===== src/rtl/icache_fill_controller.sv =====
// I$ line fill controller: takes one miss, bursts the line in from memory,
// writes data RAM beats, then the tag of a round-robin victim way.
module icache_fill_controller #(
  parameter int ICACHE_NUM_WAYS = 4,
  parameter int ICACHE_NUM_SETS = 64,
  parameter int LINE_WORDS      = 8,
  localparam int SB = $clog2(ICACHE_NUM_SETS),
  localparam int OB = $clog2(LINE_WORDS) + 2,
  localparam int TB = 32 - SB - OB,
  localparam int CB = OB - 2,
  localparam int LB = 32 - OB,
  localparam int WB = (ICACHE_NUM_WAYS > 1) ? $clog2(ICACHE_NUM_WAYS) : 1
) (
  input  logic                       clk,
  input  logic                       rst,
  input  logic                       miss_valid,
  input  logic [31:0]                miss_addr,
  input  logic                       invalidate,
  output logic                       mem_req_valid,
  input  logic                       mem_req_ready,
  output logic [31:0]                mem_req_addr,
  input  logic                       mem_rsp_valid,
  input  logic [31:0]                mem_rsp_data,
  output logic                       data_wr_en,
  output logic [WB-1:0]              data_wr_way,
  output logic [SB+OB-3:0]           data_wr_addr,
  output logic [31:0]                data_wr_data,
  output logic [ICACHE_NUM_WAYS-1:0] update_tag_en,
  output logic [SB-1:0]              update_tag_set,
  output logic [TB-1:0]              update_tag,
  output logic                       resume_fetch,
  output logic                       fsm_idle
);

  typedef enum logic [2:0] {
    S_IDLE,
    S_REQ,
    S_FILL,
    S_TAG,
    S_DONE
  } state_t;

  state_t         r_state;
  state_t         w_next;
  logic [LB-1:0]  r_line;
  logic [WB-1:0]  r_victim;
  logic [WB-1:0]  r_fill_way;
  logic [CB-1:0]  r_beat;
  logic           r_stale;

  logic           w_start;
  logic           w_req_fire;
  logic           w_beat;
  logic           w_last_beat;
  logic           w_unused;

  // Byte offset of the missing PC is irrelevant: whole line is fetched.
  assign w_unused    = ^miss_addr[OB-1:0];

  assign w_start     = (r_state == S_IDLE) && miss_valid;
  assign w_req_fire  = (r_state == S_REQ) && mem_req_ready;
  assign w_beat      = (r_state == S_FILL) && mem_rsp_valid;
  assign w_last_beat = (r_beat == CB'(LINE_WORDS - 1));

  always_ff @(posedge clk) begin
    if (rst) begin
      r_state <= S_IDLE;
    end else begin
      r_state <= w_next;
    end
  end

  always_comb begin
    w_next = r_state;
    unique case (r_state)
      S_IDLE: if (miss_valid) w_next = S_REQ;
      S_REQ:  if (mem_req_ready) w_next = S_FILL;
      S_FILL: if (mem_rsp_valid && w_last_beat) w_next = S_TAG;
      S_TAG:  w_next = S_DONE;
      S_DONE: w_next = S_IDLE;
      default: w_next = S_IDLE;
    endcase
  end

  always_ff @(posedge clk) begin
    if (rst) begin
      r_line     <= '0;
      r_fill_way <= '0;
    end else if (w_start) begin
      r_line     <= miss_addr[31:OB];
      r_fill_way <= r_victim;
    end
  end

  always_ff @(posedge clk) begin
    if (rst) begin
      r_beat <= '0;
    end else if (w_req_fire) begin
      r_beat <= '0;
    end else if (w_beat) begin
      r_beat <= r_beat + CB'(1);
    end
  end

  // Stale marks a fill whose tag must not become valid after an invalidate.
  always_ff @(posedge clk) begin
    if (rst) begin
      r_stale <= 1'b0;
    end else if (r_state == S_IDLE) begin
      r_stale <= 1'b0;
    end else if (invalidate) begin
      r_stale <= 1'b1;
    end
  end

  always_ff @(posedge clk) begin
    if (rst) begin
      r_victim <= '0;
    end else if (r_state == S_DONE) begin
      if (r_victim == WB'(ICACHE_NUM_WAYS - 1)) begin
        r_victim <= '0;
      end else begin
        r_victim <= r_victim + WB'(1);
      end
    end
  end

  always_comb begin
    mem_req_valid  = (r_state == S_REQ);
    mem_req_addr   = {r_line, {OB{1'b0}}};
    data_wr_en     = w_beat;
    data_wr_way    = r_fill_way;
    data_wr_addr   = {r_line[SB-1:0], r_beat};
    data_wr_data   = mem_rsp_data;
    update_tag_en  = '0;
    update_tag_set = r_line[SB-1:0];
    update_tag     = r_line[LB-1:SB];
    resume_fetch   = (r_state == S_DONE);
    fsm_idle       = (r_state == S_IDLE);
    if ((r_state == S_TAG) && !r_stale && !invalidate) begin
      update_tag_en = ICACHE_NUM_WAYS'(1) << r_fill_way;
    end
  end

endmodule

===== config.mk =====
export PLATFORM = sky130hd
export DESIGN_NAME = icache_fill_controller
export DESIGN_NICKNAME = d
export VERILOG_FILES = /design/src/rtl/icache_fill_controller.sv
export SDC_FILE = /design/constraint.sdc
export NUM_CORES = 1
export LEC_CHECK = 0
export ABC_AREA = 1
export CAP_MARGIN = 25
export CELL_PAD_IN_SITES_DETAIL_PLACEMENT = 1
export CELL_PAD_IN_SITES_GLOBAL_PLACEMENT = 1
export CORE_MARGIN = 2
export CORE_UTILIZATION = 22
export DETAILED_ROUTE_END_ITERATION = 8
export PLACE_DENSITY_LB_ADDON = 0.1
export SLEW_MARGIN = 30
export SYNTH_ARGS = -nofsm -noshare
export SYNTH_HDL_FRONTEND = slang
export SYNTH_SLANG_ARGS = --single-unit

===== constraint.sdc =====
create_clock -name clk -period 3 [get_ports clk]
set_input_delay 0.6 -clock clk [delete_from_list [all_inputs] [get_ports clk]]
set_output_delay 0.6 -clock clk [all_outputs]
set_load 0.03 [all_outputs]

==> results of run 1 <==
## through the flow
stage,worst slack [ns],power (mW)
after floorplan,0.889,1.60
after global placement,0.153,1.89
after detailed placement,0.115,1.89
after CTS,0.114,2.25
after global routing,0.0289,2.36
final,0.126,2.21
## final cells by class
cell class	instances	area, um^2
fillers	1070	6360
repair buffers	110	1090
flip-flops and latches	38	761
multi-input cells	137	674
well taps	111	139
clock buffers	6	82.6
inverters	12	45.0
## sequential cells by signal (all words and copies together) (netlist names)
signal and cells:
r_line 27, r_victim 2, r_stale 1, r_state 3, r_beat 3, data_wr_way 2
## kinds of logic after synthesis
family,share of synthesized area
AOI/OAI and AO/OA,0.0959
adders and majority gates,0.0182
buffers and inverters,0.311
DFF,0.369
other,0.00182
and+or+nand+nor,0.204
## worst max-delay path: stages
cell and delay, ns:
clkdlybuf4s50_1 0.40, nor2_1 0.19, nand3_1 0.19, nor3_1 0.19
clkdlybuf4s50_1 0.70
## how the worst min path moves through the flow
stage | depth (start not counted) | end | startpoint
finish | 2 | r_line[23] | r_line[23]
global route | 2 | r_line[19] | r_line[19]
CTS | 2 | r_line[15] | r_line[15]
detailed placement | 2 | r_line[15] | r_line[15]
global placement | 2 | r_line[17] | r_line[17]
floorplan | 2 | data_wr_way[1] | r_victim[1]
## power groups by stage
stage / logic (mW) / clock network, mW / registers, mW
floorplan: 0.794 / 0 / 0.805
global placement: 1.19 / 0 / 0.698
detailed placement: 1.19 / 0 / 0.698
CTS: 1.19 / 0.372 / 0.688
global route: 1.26 / 0.397 / 0.702
finish: 1.17 / 0.350 / 0.685
## layer usage
metal | global-route usage | vias up | share of wire | wire length [um]
li1 | - | 865 | - | -
met3 | 0.0298 | 8 | 0.070 | 394
met5 | 0 | - | 0 | 0
met1 | 0.142 | 837 | 0.46 | 2580
met4 | 0.0432 | 0 | 0.011 | 63
met2 | 0.175 | 74 | 0.46 | 2600
## synthesized netlist by cell type
cell type  number  share of area
o21ai_0         3         0.0073
a211oi_1        1         0.0036
a21oi_1        33          0.080
buf_6           1         0.0055
nor4_1          1         0.0030
inv_2           1         0.0018
o211a_1         1         0.0049
buf_2           6          0.015
nand2_1        39          0.071
dfxtp_1        38           0.37
nor2_1          6          0.011
conb_1          1         0.0018
nand3_1        35          0.085
nor3_2          1         0.0049
buf_1           2         0.0036
nor2_4          2          0.011
clkbuf_1        4         0.0073
or2_2           1         0.0030
inv_1          11          0.020
buf_4          71           0.26
nor3_1          5          0.012
ha_1            3          0.018
nand4_1         1         0.0030
## cells in the final DEF (no fill, tap or decap)
cell             synthesis  final
nor2_4                   2      2
clkdlybuf4s50_1          0    105
nor2_1                   6      6
nand2_1                 39     39
nor3_1                   5      5
o21ai_0                  3      3
nand4_1                  1      1
nor3_2                   1      1
nand3_1                 35     35
clkbuf_8                 0      6
buf_4                   71      5
dfxtp_1                 38     38
a211oi_1                 1      1
ha_1                     3      3
inv_1                   11     11
a21oi_1                 33     33
or2_2                    1      1
nor4_1                   1      1
inv_2                    1      1
o211a_1                  1      1
conb_1                   1      5
==> reports/qor.yml, run 1 <==
power:
  vdd_drop_max_mv: 0.228
  powerDensity_nw_per_um2: 791
  power.switching_uw: 991
  p_comb_frac: 0.532
  total_leakage_power_nw: 1.03
  p_int_mw: 1.22
  clockPowerShare: 0.158
  p_sw_frac: 0.449
  p_seq_frac: 0.310
detailed_routing:
  wl_per_cell_um: 13.6
  vias: 1784
  drt_iter0_drc: 17
  first_pass_iters: 4
  wl_mm: 5.64
  antenna_left: 0
  drc: 0
  vias_per_cell: 4.31
timing:
  final_max_slew_viol_count: 0
  fin_skew_ns: 0.00588
  setup_viol: 0
  totalNegativeSetupSlack_ns: 0
  hold_viol_final: 0
  holdWs_ns: 0.479
  period_needed_ns: 2.87
  rsz0062_at_grt: "no"
  fmax_mhz: 348
  min_period_over_period: 0.958
layout:
  drive_above_1_share: 0.0528
  utilization: 0.305
  nets: 377
  n_antenna_cell: 0
  syn_to_final_growth_pct: 35.3
  stdcell_area_um2: 2790
  stdcell_count: 414
critical_path:
  required_ns: 2.40
  critical_path_class: "in2out"
  r2r_slack_ns: 1.11
  crit_end: "update_tag_en[2]"
  crit_fanout: 4
  crit_path_start: "invalidate"
  critPathArrivalTime_ns: 2.27
  rr_startpoint: "r_state[0]"
  critPathLaunchType: "input pin"
  end_kind: "output port"
  worst_r2r_endpoint: "r_line[17]"
  ff2ff_path_depth: 8
synthesis:
  syn_avg_cell_area_um2: 7.72
  synth_seq_cells: 38
  yosysUniqueCellTypes: 23
  syn_inst: 267
  synth_area_um2: 2060
  ys_warn_count: 0
  ys_seq_area_frac: 0.369
clocking:
  postCtsHoldBufs: 0
  root_buffer: "clkbuf_8"
  clock-sinks: 38
  h-tree-depth: 2
  clockBufferDepth: 2
  cts_setup_buffers: 0
  cts_resized: 0
  tritoncts: "done"
  clkTransAtPathRegs_ns: 0.07
  cts_inserted_buffers: 5
  clkLatencyLatePin_ns: 0.28
floorplanning:
  start_util: 0.225
  core_um2: 9150
  die_w_um: 101
  fp.dieH_um: 101
  io_pins: 180
  die_area_um2: 10200
  row_count: 35
placement:
  dp_cells: 408
  post_dp_cell_area_um2: 2710
  dp_hpwl_mm: 4.04
  gp_congestion: 0.661
  port_buffers: 105
global_routing:
  grt_pass1_vias: 1777
  gr-total-overflow: 0
  grt_pass1_wl_mm: 8.83
  grt_antenna_before_repair: 0
  globalRouteTotalUtil: 0.111
  grt_max_degree: 34
outcome:
  status: "finished, final reports clean"
min_path:
  min_path_type: "reg2reg"
flow_run:
  cap_violations: 0
Note: power is estimated with default switching activity, not from simulation.
==> run 2, diff against run 1 <==
--- a/config.mk
+++ b/config.mk
@@ -6,13 +6,13 @@
 export NUM_CORES = 1
 export LEC_CHECK = 0
 export ABC_AREA = 1
-export CAP_MARGIN = 25
 export CELL_PAD_IN_SITES_DETAIL_PLACEMENT = 1
 export CELL_PAD_IN_SITES_GLOBAL_PLACEMENT = 1
 export CORE_MARGIN = 2
 export CORE_UTILIZATION = 22
 export DETAILED_ROUTE_END_ITERATION = 8
 export PLACE_DENSITY_LB_ADDON = 0.1
+export SKIP_LAST_GASP = 1
 export SLEW_MARGIN = 30
 export SYNTH_ARGS = -nofsm -noshare
 export SYNTH_HDL_FRONTEND = slang
==> results of run 2 <==
Same layout as run 1: the final DEF is identical, and so are final timing and power.
==> run 3, diff against run 2 <==
==> constraint.sdc (replaced) <==
create_clock -name clk -period 3.5 [get_ports clk]
set_input_delay 0.7 -clock clk [delete_from_list [all_inputs] [get_ports clk]]
set_output_delay 0.7 -clock clk [all_outputs]
set_load 0.03 [all_outputs]
==> reports/qor.yml, run 3 (synthesis gave the netlist of run 1 again) <==
critical_path:
  critPathArrivalTime_ns: 2.37
  critPathMostFrequentCell: "clkdlybuf4s50_1"
  crit_slowest_cell: "clkdlybuf4s50_1"
  slowest_delay_ns: 0.70
  critPathTopFamily: "buffers and inverters"
  end_kind: "output port"
  cp_cell_sequence: "clkdlybuf4s50_1 > nor2_1 > nand3_1 > nor3_1 > clkdlybuf4s50_1"
  required_ns: 2.80
  path_buf_inv: 2
  r2r_slack_ns: 1.58
  crit_fanout: 4
  critical_path_class: "in2out"
  critPathLaunchType: "input pin"
global_routing:
  gr-total-overflow: 0
  grt_pass1_vias: 1775
  globalRouteTotalUtil: 0.112
  grt_max_degree: 32
  grt_pass1_wl_mm: 8.98
  grt_antenna_before_repair: 0
layout:
  final_common_cell: "clkdlybuf4s50_1"
  nets: 377
  final_cell_mix: "105 x clkdlybuf4s50_1, 39 x nand2_1, 38 x dfxtp_1"
  n_antenna_cell: 0
  drive_above_1_share: 0.0559
  top_regs: "r_line: 27 flops, r_beat: 3 flops, r_state: 3 flops"
  largest_reg_flops: 27
  top_register: "r_line"
  syn_to_final_growth_pct: 35.1
clocking:
  cts_setup_buffers: 0
  cts_resized: 0
  postCtsHoldBufs: 0
  clock-sinks: 38
  clkTransAtPathRegs_ns: 0.07
  clockBufferDepth: 2
  root_buffer: "clkbuf_8"
  clkLatencyLatePin_ns: 0.29
  tritoncts: "done"
  cts_inserted_buffers: 5
  h-tree-depth: 2
floorplanning:
  die_area_um2: 10200
  die_w_um: 101
  start_util: 0.225
  io_pins: 180
  row_count: 35
  core_um2: 9150
  fp.dieH_um: 101
detailed_routing:
  antenna_left: 0
  vias_per_cell: 4.20
  drc: 0
  wl_mm: 5.75
  wl_per_cell_um: 13.9
  drt_iter0_drc: 28
  first_pass_iters: 3
  vias: 1744
timing:
  max_slew_margin: 0.568
  totalNegativeSetupSlack_ns: 0
  hold_viol_final: 0
  final_max_slew_viol_count: 0
  worst_pin_slew_ns: 0.645
  fmax_mhz: 326
  min_period_over_period: 0.877
  fin_skew_ns: 0.00368
  period_needed_ns: 3.07
  rsz0062_at_grt: "no"
  setup_viol: 0
placement:
  port_buffers: 105
  gp_congestion: 0.658
  dp_hpwl_mm: 4.15
min_path:
  min_path_type: "reg2reg"
flow_run:
  cap_violations: 0
power:
  powerDensity_nw_per_um2: 676
  total_leakage_power_nw: 1.03
  vdd_drop_max_mv: 0.236
  power.total_mw: 1.88
outcome:
  status: "finished, final reports clean"
## run 3: layout make-up
type / instances / area [um^2]
clock buffers: 5 / 68.8
clock inverters: 2 / 10.0
fillers: 1086 / 6370
inverters: 12 / 45.0
multi-input cells: 137 / 674
flip-flops and latches: 38 / 761
well taps: 111 / 139
repair buffers: 110 / 1090
## run 3: worst min-delay path: cells and delay by family, from the launching register on
kind,cells,cell delay (ns)
simple gates,1,0.06
flops,1,0.32
compound gates,1,0.05
## run 3: power breakdown
part | leakage [nW] | internal (mW) | switching, mW
Combinational | 0.676 | 0.381 | 0.624
Sequential | 0.311 | 0.510 | 0.0789
Clock | 0.0438 | 0.134 | 0.157
Total | 1.03 | 1.03 | 0.859
## run 3: path summary, 6_finish.rpt
check | startpoint | cells after the start | end
worst max-delay path | invalidate | 5 | update_tag_en[2]
worst min-delay path | r_line[10] | 2 | r_line[10]
worst max register to register | r_state[0] | 8 | r_line[14]
worst min register to register | r_line[10] | 2 | r_line[10]
## run 3: per-stage QoR
stage / hold slack [ns] / cell area [um^2] / worst slack, ns / std cells / util
6_report: 0.480 / 2790 / 0.429 / 415 / 0.304
5_1_grt: 0.499 / 2790 / 0.334 / 415 / 0.304
3_3_place_gp: 0.466 / 2710 / 0.457 / 408 / 0.296
3_5_place_dp: 0.473 / 2710 / 0.441 / 408 / 0.296
4_1_cts: 0.487 / 2790 / 0.435 / 415 / 0.304
2_1_floorplan: 0.475 / 2080 / 1.19 / 271 / -
## run 3: layer usage
metal,GRT usage,vias up,share of wire
li1,-,864,-
met1,0.147,799,0.46
met2,0.178,69,0.45
met3,0.0257,12,0.066
met4,0.0464,0,0.018
met5,0,-,0
